<file path="src/rtl/ef_i2s_pkg.sv">
// Shared definitions for the EF_I2S master timing sequencer.
// Latency: n/a (constants and a pure helper function).
// Backpressure: n/a.
package ef_i2s_pkg;

  // Sequencer states, kept as plain constants so older tools can consume them too
  localparam logic [1:0] ST_IDLE = 2'd0;
  localparam logic [1:0] ST_RUN  = 2'd1;
  localparam logic [1:0] ST_STOP = 2'd2;

  // A sample size of 0, or one larger than the slot, means "use the full slot"
  function automatic int unsigned clamp_sample_size(input int unsigned ss,
                                                    input int unsigned slot_bits);
    if (ss == 0 || ss > slot_bits) return slot_bits;
    return ss;
  endfunction

endpackage

</file>
<file path="src/rtl/ef_i2s_sck_div.sv">
// Prescaler counter and sck register; flags the edge on which sck toggles.
// Latency: sck toggles prescaler+1 clocks after load, then every prescaler+1 clocks.
// Backpressure: none; free-running while not held in load.
module ef_i2s_sck_div #(
  parameter int PRESC_W = 8
) (
  input  logic               clk_i,
  input  logic               rst_i,
  input  logic               i_load,
  input  logic [PRESC_W-1:0] i_presc,
  output logic               o_sck,
  output logic               o_rise,
  output logic               o_fall
);

  logic [PRESC_W-1:0] r_cnt;
  logic               r_sck;
  logic               w_tick;

  // rise/fall are combinational: they mark the clock edge on which r_sck changes,
  // so the parent can register its strobes in step with the new sck level.
  assign w_tick = !i_load && (r_cnt == '0);
  assign o_rise = w_tick && !r_sck;
  assign o_fall = w_tick && r_sck;
  assign o_sck  = r_sck;

  // Count down to zero, then reload and toggle; load parks sck low with a fresh count
  always_ff @(posedge clk_i or posedge rst_i) begin
    if (rst_i) begin
      r_cnt <= '0;
      r_sck <= 1'b0;
    end else if (i_load) begin
      r_cnt <= i_presc;
      r_sck <= 1'b0;
    end else if (w_tick) begin
      r_cnt <= i_presc;
      r_sck <= ~r_sck;
    end else begin
      r_cnt <= r_cnt - PRESC_W'(1);
    end
  end

endmodule

</file>
<file path="src/rtl/ef_i2s_master_seq.sv">
// I2S master sequencer: drives sck/ws and per-bit capture strobes for the receive path.
// Latency: first sck edge prescaler+1 clocks after en is seen; all outputs registered.
// Backpressure: none; dropping en finishes the current L/R frame before going idle.
module ef_i2s_master_seq
  import ef_i2s_pkg::*;
#(
  parameter int SLOT_BITS = 32,
  parameter int PRESC_W   = 8,
  parameter int BITS_W    = $clog2(SLOT_BITS) + 1
) (
  input  logic              clk_i,
  input  logic              rst_i,
  input  logic              en,
  input  logic [PRESC_W-1:0] prescaler,
  input  logic [BITS_W-1:0] sample_size,
  output logic              sck,
  output logic              ws,
  output logic              sample_en,
  output logic [BITS_W-1:0] bit_idx,
  output logic              chan,
  output logic              word_done,
  output logic              busy
);

  localparam logic [BITS_W-1:0] LAST_POS = BITS_W'(SLOT_BITS - 1);

  logic [1:0]         r_state;
  logic [PRESC_W-1:0] r_presc;
  logic [BITS_W-1:0]  r_ss;
  logic [BITS_W-1:0]  r_pos;
  logic               r_ws;
  logic               r_first;       // still inside the pre-start dummy slot
  logic               r_dummy_prev;  // slot just ended was the dummy one
  logic               r_stop_req;
  logic               r_sample_en;
  logic [BITS_W-1:0]  r_bit_idx;
  logic               r_chan;
  logic               r_word_done;
  logic               r_busy;

  logic               w_idle;
  logic               w_stop_done;
  logic               w_div_load;
  logic [PRESC_W-1:0] w_div_presc;
  logic               w_rise;
  logic               w_fall;
  logic [BITS_W-1:0]  w_d;
  logic               w_c;
  logic               w_skip;
  logic               w_strobe;

  assign w_idle = (r_state == ST_IDLE);

  // Right word has just completed while a stop is pending and en stays low
  assign w_stop_done = r_stop_req && r_word_done && r_chan && !en;

  // Divider is held in load while idle (picks up the live prescaler) and on the
  // stop edge so sck returns low together with ws.
  assign w_div_load  = w_idle || w_stop_done;
  assign w_div_presc = w_idle ? prescaler : r_presc;

  ef_i2s_sck_div #(.PRESC_W(PRESC_W)) u_div (
    .clk_i   (clk_i),
    .rst_i   (rst_i),
    .i_load  (w_div_load),
    .i_presc (w_div_presc),
    .o_sck   (sck),
    .o_rise  (w_rise),
    .o_fall  (w_fall)
  );

  // One-bit I2S delay: the bit seen at slot position 0 is the LSB-end of the previous slot
  assign w_d = (r_pos == '0) ? LAST_POS : (r_pos - BITS_W'(1));
  assign w_c = (r_pos == '0) ? ~r_ws : r_ws;

  // Nothing is captured from the dummy slot, including its delayed bit at position 0
  assign w_skip   = r_first || ((r_pos == '0) && r_dummy_prev);
  assign w_strobe = w_rise && !w_skip && (w_d < r_ss);

  // FSM, slot position, word select and capture strobes
  always_ff @(posedge clk_i or posedge rst_i) begin
    if (rst_i) begin
      r_state      <= ST_IDLE;
      r_presc      <= '0;
      r_ss         <= '0;
      r_pos        <= '0;
      r_ws         <= 1'b0;
      r_first      <= 1'b0;
      r_dummy_prev <= 1'b0;
      r_stop_req   <= 1'b0;
      r_sample_en  <= 1'b0;
      r_bit_idx    <= '0;
      r_chan       <= 1'b0;
      r_word_done  <= 1'b0;
      r_busy       <= 1'b0;
    end else begin
      r_sample_en <= 1'b0;
      r_word_done <= 1'b0;
      case (r_state)
        ST_IDLE: begin
          if (en) begin
            r_state      <= ST_RUN;
            r_busy       <= 1'b1;
            r_presc      <= prescaler;
            r_ss         <= BITS_W'(clamp_sample_size(32'(sample_size), SLOT_BITS));
            r_pos        <= LAST_POS;
            r_first      <= 1'b1;
            r_dummy_prev <= 1'b0;
            r_ws         <= 1'b0;
            r_stop_req   <= 1'b0;
          end
        end
        ST_RUN, ST_STOP: begin
          if (w_stop_done) begin
            r_state      <= ST_IDLE;
            r_busy       <= 1'b0;
            r_stop_req   <= 1'b0;
            r_pos        <= '0;
            r_ws         <= 1'b0;
            r_first      <= 1'b0;
            r_dummy_prev <= 1'b0;
            r_bit_idx    <= '0;
            r_chan       <= 1'b0;
          end else begin
            if (r_state == ST_RUN && !en) begin
              r_state    <= ST_STOP;
              r_stop_req <= 1'b1;
            end else if (r_state == ST_STOP && en) begin
              r_state    <= ST_RUN;
              r_stop_req <= 1'b0;
            end
            if (w_fall) begin
              if (r_pos == LAST_POS) begin
                r_pos <= '0;
                if (r_first) begin
                  r_ws         <= 1'b0;
                  r_first      <= 1'b0;
                  r_dummy_prev <= 1'b1;
                end else begin
                  r_ws <= ~r_ws;
                end
              end else begin
                r_pos <= r_pos + BITS_W'(1);
              end
            end
            if (w_rise) begin
              r_dummy_prev <= 1'b0;
              if (w_strobe) begin
                r_sample_en <= 1'b1;
                r_bit_idx   <= w_d;
                r_chan      <= w_c;
                r_word_done <= (w_d == r_ss - BITS_W'(1));
              end
            end
          end
        end
        default: begin
          r_state <= ST_IDLE;
          r_busy  <= 1'b0;
        end
      endcase
    end
  end

  assign ws        = r_ws;
  assign sample_en = r_sample_en;
  assign bit_idx   = r_bit_idx;
  assign chan      = r_chan;
  assign word_done = r_word_done;
  assign busy      = r_busy;

endmodule

</file>
<file path="config.mk">
export PLATFORM = sky130hd
export DESIGN_NAME = ef_i2s_master_seq
export DESIGN_NICKNAME = d
export VERILOG_FILES = /design/src/rtl/ef_i2s_pkg.sv /design/src/rtl/ef_i2s_sck_div.sv /design/src/rtl/ef_i2s_master_seq.sv
export SDC_FILE = /design/constraint.sdc
export NUM_CORES = 1
export LEC_CHECK = 0
export CAP_MARGIN = 30
export CORE_MARGIN = 5
export CORE_UTILIZATION = 45
export DETAILED_ROUTE_END_ITERATION = 7
export DONT_BUFFER_PORTS = 1
export GPL_ROUTABILITY_DRIVEN = 0
export PLACE_DENSITY_LB_ADDON = 0.25
export REMOVE_ABC_BUFFERS = 1
export SYNTH_ARGS = -nofsm -noshare
export SYNTH_HDL_FRONTEND = slang
export SYNTH_SLANG_ARGS = --single-unit
</file>
<file path="constraint.sdc">
create_clock -name clk_i -period 3.5 [get_ports clk_i]
set_input_delay 0.7 -clock clk_i [delete_from_list [all_inputs] [get_ports clk_i]]
set_output_delay 0.7 -clock clk_i [all_outputs]
set_load 0.05 [all_outputs]
</file>
==> results of run 1 <==
## critical path: cells and delay by family (launching register included)
| family | cells | cell delay, ns |
|---|---|---|
| buffers and inverters | 3 | 0.35 |
| adder cells (fa/ha/maj) | 2 | 0.53 |
| flip-flops | 1 | 0.44 |
| AND/OR/NAND/NOR | 4 | 0.51 |
| AO/OA/AOI/OAI | 4 | 0.95 |
## final cells by class
class | instances | share of cell area, %
flip-flops and latches | 45 | 39.8
inverters | 23 | 3.09
repair buffers | 6 | 2.03
well taps | 72 | 3.18
multi-input cells | 198 | 48.7
clock buffers | 5 | 2.43
clock inverters | 3 | 0.752
## final timing paths
kind                         endpoint  cells after the start       start  slack, ns
max                        bit_idx[5]                     13    r_pos[0]       0.60
min                        r_presc[4]                      1       rst_i       0.21
max reg2reg                bit_idx[5]                     13    r_pos[0]       0.60
min reg2reg                r_presc[2]                      1  r_presc[2]       0.51
max in group asynchronous  bit_idx[3]                      2       rst_i       2.81
min in group clk_i         r_presc[2]                      1  r_presc[2]       0.51
## per-stage QoR
| step | area [um2] | worst slack (ns) | hold WS [ns] | power (uW) | utilization, % |
|---|---|---|---|---|---|
| after global routing | 2830 | 0.328 | 0.209 | 2770 | 50.5 |
| after global placement | 2720 | 0.664 | 0.471 | 2170 | 48.5 |
| after CTS | 2830 | 0.589 | 0.215 | 2540 | 50.5 |
| final | 2830 | 0.600 | 0.212 | 2520 | 50.5 |
| after detailed placement | 2740 | 0.609 | 0.485 | 2200 | 48.9 |
| after floorplan | 2590 | 0.741 | 0.444 | 1910 | - |
## kinds of logic after synthesis
kind of cell / after synthesis / share of synthesized area [%]
AND/OR/NAND/NOR: 82 / 16.5
AO/OA/AOI/OAI: 69 / 16.9
flip-flops: 45 / 42.8
buffers and inverters: 31 / 4.71
multiplexers: 17 / 6.95
XOR/XNOR: 15 / 5.00
adder cells (fa/ha/maj): 15 / 7.14
## flip-flops by register name, summed over array words and instances, names as in the netlist
| register | flops |
|---|---|
| chan | 1 |
| r_presc | 8 |
| u_div.r_cnt | 8 |
| r_stop_req | 1 |
| r_state | 2 |
| word_done | 1 |
| r_first | 1 |
| bit_idx | 6 |
| r_dummy_prev | 1 |
| sample_en | 1 |
| busy | 1 |
| r_pos | 6 |
| ws | 1 |
| r_ss | 6 |
| u_div.o_sck | 1 |
## layout by cell type (no fill, tap or decap), drive strengths merged, types with 7 or more instances in the layout
cell     n
a22o    11
nand2   27
nand2b   8
mux2i    7
ha      15
nor2    15
o21ai   23
nor3     9
mux2    10
a21oi   17
xor2     7
xnor2    8
dfrtp   45
inv     23
## where the power goes
part | total (uW) | internal [uW] | switching, uW
sequential | 982 | 716 | 266
combinational | 1210 | 548 | 662
clock | 332 | 142 | 191
## routing by layer
layer | part of all wire (%) | wire length, um
met1 | 50 | 2610
met2 | 45 | 2350
met3 | 3.9 | 203
met4 | 1.8 | 94
met5 | 0 | 0
==> impl_metrics.json, run 1 <==
{
  "status": "finished, final reports clean",
  "vias_in_the_first_global_route": 1926,
  "worst_setup_path_start_kind": "register",
  "grt_overflow_total": 0,
  "cellLeakagePower_uw": 0.00128,
  "antenna_cells": 0,
  "dp.cells": 344,
  "drtAntennaViolNets": 0,
  "initial_core_util_pct": 46.9,
  "ctsResizeCount": 0,
  "synth.yosys.seq_area_share_pct": 42.8,
  "die_w_um": 86.4,
  "fin_skew_ns": 0.00775,
  "globalRouteTotalUtil_pct": 15.1,
  "cts_tree": "built",
  "clock-root-buffer": "clkbuf_8",
  "maxClockFrequency_ghz": 0.345,
  "viasPerCell": 5.36,
  "cts.sink_count": 45,
  "synthesis.area_um2": 2630,
  "cp.required_ns": 3.70,
  "detailroute.via_count": 1888,
  "cp_slowest_stage_delay_ns": 0.44,
  "grt.busiest_layer": "met2",
  "max_ir_drop_vdd_mv": 0.470,
  "synth_seq_cells": 45,
  "first_pass_grt_wire_length_mm": 9.02,
  "use_met1_pct": 20.6,
  "grtUsageMet2_pct": 23.5,
  "netlist.top_cell.by_area": "dfrtp_1",
  "cts.path.max_buffers": 2,
  "cts_made_buffers": 5,
  "finalMaxSlewViolations": 0,
  "chipHeight_um": 86.4,
  "cp_cell_sequence": "inv_1 > ha_1 > nor2b_1 > o21a_1 > o21ai_0 > inv_1 > ha_1 > nand4_1 > o21ai_0 > nor4_4 > nand2_1 > clkinv_2 > a22o_2",
  "period_minus_slack_ns": 2.90,
  "worstPathMaxFanout": 7,
  "synth-edff-count": 0,
  "totalWireLength_mm": 5.26,
  "final_nets": 311,
  "setup.worst_path.class": "reg2reg",
  "cts-hold-fix-buffers": 0,
  "multi_input_comb_area_um2": 1380,
  "most_frequent_cell_after_synthesis": "dfrtp_1",
  "num_rows": 27,
  "htree_num_levels": 2,
  "fill_cells": 552,
  "grt_setup_unrepaired": "no",
  "insertion_delay_ns": 0.31,
  "fin_cells": 352,
  "drive_above_1_share_pct": 13.9,
  "syn_area_per_cell_um2": 9.59,
  "port_buffers": 0,
  "worst_ep_arrival_time_ns": 3.10,
  "final-seq-area_um2": 1130,
  "grt_max_degree": 34,
  "setup_violations": 0,
  "detailedRoute.firstPassIterationCount": 4,
  "timing.critical_path.to_type": "register",
  "grt_antenna_before_repair": 0,
  "power_per_cell_area_nw_per_um2": 892,
  "worst_slew_pin_tran_ns": 0.821,
  "maxSlewHeadroom_pct": 45.3,
  "num_io_pins": 29,
  "timing.setup.tns_ns": 0,
  "portion_of_synthesized_cell_area_occupied_by_the_leading_cell_type_pct": 42.8,
  "max_cap_violations": 0,
  "ys_types": 44,
  "placeableCoreArea_um2": 5610,
  "avgRoutedWirePerCell_um": 14.9,
  "synth-async-reset-ratio_pct": 100,
  "hold_class": "in2async",
  "grt.met3_usage_pct": 3.23,
  "clock_pin_slew_worst_setup_and_hold_paths_ns": 0.09,
  "die_area_um2": 7470,
  "place_hpwl_mm": 3.86,
  "synth_area_leaders": "dfrtp_1 43%, ha_1 7.1%, mux2_2 4.3%",
  "fin_crit_sh_pct": 82.8,
  "synth_ff_type": "dfrtp_1",
  "drt_iter0_markers": 75,
  "gate_count_of_the_mapped_netlist": 274,
  "critical_path.slowest_cell": "dfrtp_1",
  "post-cts-setup-buffers": 0,
  "ys_top_cells_by_count": "45 x dfrtp_1, 26 x nand2_1, 22 x inv_1, 22 x o21ai_0, 16 x a21oi_1",
  "drc": 0,
  "total_of_warnings_raised_by_yosys": 0,
  "timing.final.hold_violations": 0,
  "area.growth.synth_to_final_pct": 7.66
}
Note: power is estimated with default switching activity, not from simulation.
==> inputs of run 2 (changes only) <==
==> constraint.sdc (replaced) <==
create_clock -name clk_i -period 2.7 [get_ports clk_i]
set_input_delay 0.54 -clock clk_i [delete_from_list [all_inputs] [get_ports clk_i]]
set_output_delay 0.54 -clock clk_i [all_outputs]
set_load 0.05 [all_outputs]
==> impl_metrics.json, run 2 (synthesis gave the netlist of run 1 again) <==
{
  "cts.path.max_buffers": 2,
  "worst_r2r_path_depth": 9,
  "power_per_cell_area_nw_per_um2": 1150,
  "port_buffers": 0,
  "place_hpwl_mm": 4.02,
  "finalMaxSlewViolations": 0,
  "fin_cells": 363,
  "cp_slowest_stage_delay_ns": 0.43,
  "hold_class": "in2async",
  "htree_num_levels": 2,
  "total_power_uw": 3380,
  "placeableCoreArea_um2": 5610,
  "worst_slew_pin_tran_ns": 0.674,
  "cts.sink_count": 45,
  "cellLeakagePower_uw": 0.00134,
  "fin_skew_ns": 0.00926,
  "maxClockFrequency_ghz": 0.393,
  "status": "finished, final reports clean",
  "initial_core_util_pct": 46.9,
  "avgRoutedWirePerCell_um": 14.8,
  "viasPerCell": 5.40,
  "layout_top_registers": "r_presc: 8 flops, u_div.r_cnt: 8 flops",
  "grtUsageMet2_pct": 25.4,
  "worstPathMaxFanout": 7,
  "totalWireLength_mm": 5.37,
  "layout.cells.most_common": "dfrtp_1",
  "timing.final.hold_violations": 0,
  "grt.busiest_layer": "met2",
  "period_minus_slack_ns": 2.54,
  "grt_antenna_before_repair": 0,
  "reg2reg_to": "bit_idx[2]",
  "drive_above_1_share_pct": 18.6,
  "clock_pin_slew_worst_setup_and_hold_paths_ns": 0.09,
  "grt_overflow_total": 0,
  "fill_cells": 529,
  "insertion_delay_ns": 0.30,
  "most_common_cell_on_crit_path": "o21ai_2",
  "area.growth.synth_to_final_pct": 11.6,
  "worst_setup_path_start_kind": "register",
  "setup_violations": 0,
  "dp.cells": 353,
  "cp_cell_sequence": "nor3_2 > buf_4 > a31o_2 > ha_1 > a211oi_2 > o21ai_2 > nor4_4 > o21ai_2 > a22o_2",
  "crit_buf_inv": 1,
  "worst-r2r-setup-slack_ns": 0.16,
  "num_io_pins": 29,
  "die_w_um": 86.4,
  "num_rows": 27,
  "timing.critical_path.to_type": "register",
  "grt.met3_usage_pct": 3.23,
  "timing.rr.start": "r_pos[2]",
  "max_ir_drop_vdd_mv": 0.577,
  "detailedRoute.firstPassIterationCount": 4,
  "globalRouteTotalUtil_pct": 15.6,
  "setup.worst_path.class": "reg2reg",
  "final_nets": 322,
  "maxSlewHeadroom_pct": 55.0,
  "finalCoreUtilization_pct": 52.3,
  "drtAntennaViolNets": 0,
  "cts-hold-fix-buffers": 0,
  "cts_made_buffers": 5,
  "antenna_cells": 0,
  "detailroute.via_count": 1960,
  "critical_path.slowest_cell": "dfrtp_1",
  "first_pass_grt_wire_length_mm": 9.32,
  "drt_iter0_markers": 115,
  "clock-root-buffer": "clkbuf_8",
  "most-common-layout-cells": "45 x dfrtp_1, 26 x nand2_1, 21 x inv_1",
  "chipHeight_um": 86.4,
  "cp.required_ns": 2.90,
  "use_met1_pct": 21.0,
  "fin_crit_sh_pct": 94.3,
  "critical_path.top_delay_family": "compound AO/OA/AOI/OAI gates",
  "die_area_um2": 7470,
  "cts_tree": "built",
  "max_cap_violations": 0,
  "grt_max_degree": 46,
  "worst_ep_arrival_time_ns": 2.74,
  "drc": 0,
  "vias_in_the_first_global_route": 1991
}
==> run 2: changes by cell type in the layout (fill, tap and decap cells not counted) <==
cell      before  now
buf_4          5   16
o21ai_0       22   19
a211oi_1       6    4
a211oi_2       0    2
a21oi_1       16   14
a21oi_2        1    3
clkbuf_1       0    2
o21ai_1        0    2
clkinv_2       2    1
inv_6          1    0
nor3_1         8    7
nor3_2         0    1
o21ai_2        1    2
==> run 2: layer usage <==
| layer | part of all wire [%] | wire length [um] |
|---|---|---|
| met2 | 46 | 2470 |
| met1 | 47 | 2530 |
| met5 | 0 | 0 |
| met4 | 1.4 | 77 |
| met3 | 5.5 | 295 |
==> run 2: worst max-delay path by stage <==
stage	startpoint	cells past startpoint	slack (ns)	endpoint
4_1_cts	r_pos[1]	13	0.005	bit_idx[5]
6_report	r_pos[2]	9	0.16	bit_idx[2]
5_1_grt	r_pos[1]	12	-0.02	bit_idx[4]
3_3_place_gp	r_pos[2]	9	0.08	bit_idx[1]
3_5_place_dp	r_pos[1]	13	0.02	bit_idx[4]
2_1_floorplan	r_pos[0]	12	-0.06	chan
==> run 2: final cells by class <==
| cell class | instances | area [um2] | area share [%] |
|---|---|---|---|
| multi-input cells | 198 | 1410 | 47.9 |
| flip-flops and latches | 45 | 1130 | 38.4 |
| repair buffers | 17 | 140 | 4.78 |
| well taps | 72 | 90.1 | 3.07 |
| inverters | 23 | 87.6 | 2.99 |
| clock buffers | 7 | 76.3 | 2.60 |
| clock inverters | 1 | 7.51 | 0.256 |
==> run 2: power by group <==
group          leakage [uW]  switching (uW)  internal [uW]
combinational      0.000737             941            797
clock             0.0000385             226            183
sequential         0.000561             298            929
total               0.00134            1470           1910
==> run 2: timing repair <==
item                       in CTS  in global routing
setup endpoints to repair       0                  9
gates resized for setup         0                  9
buffers inserted                0                  1
==> run 2: stage by stage <==
| step | TNS, ns | setup slack [ns] | area, um2 | hold WS (ns) |
|---|---|---|---|---|
| 5_1_grt | -0.0744 | -0.0195 | 2930 | 0.118 |
| 2_1_floorplan | -0.323 | -0.0586 | 2590 | 0.444 |
| 4_1_cts | 0 | 0.00517 | 2880 | 0.362 |
| 3_5_place_dp | 0 | 0.0245 | 2800 | 0.480 |
| 6_report | 0 | 0.155 | 2930 | 0.0991 |
| 3_3_place_gp | 0 | 0.0841 | 2800 | 0.469 |
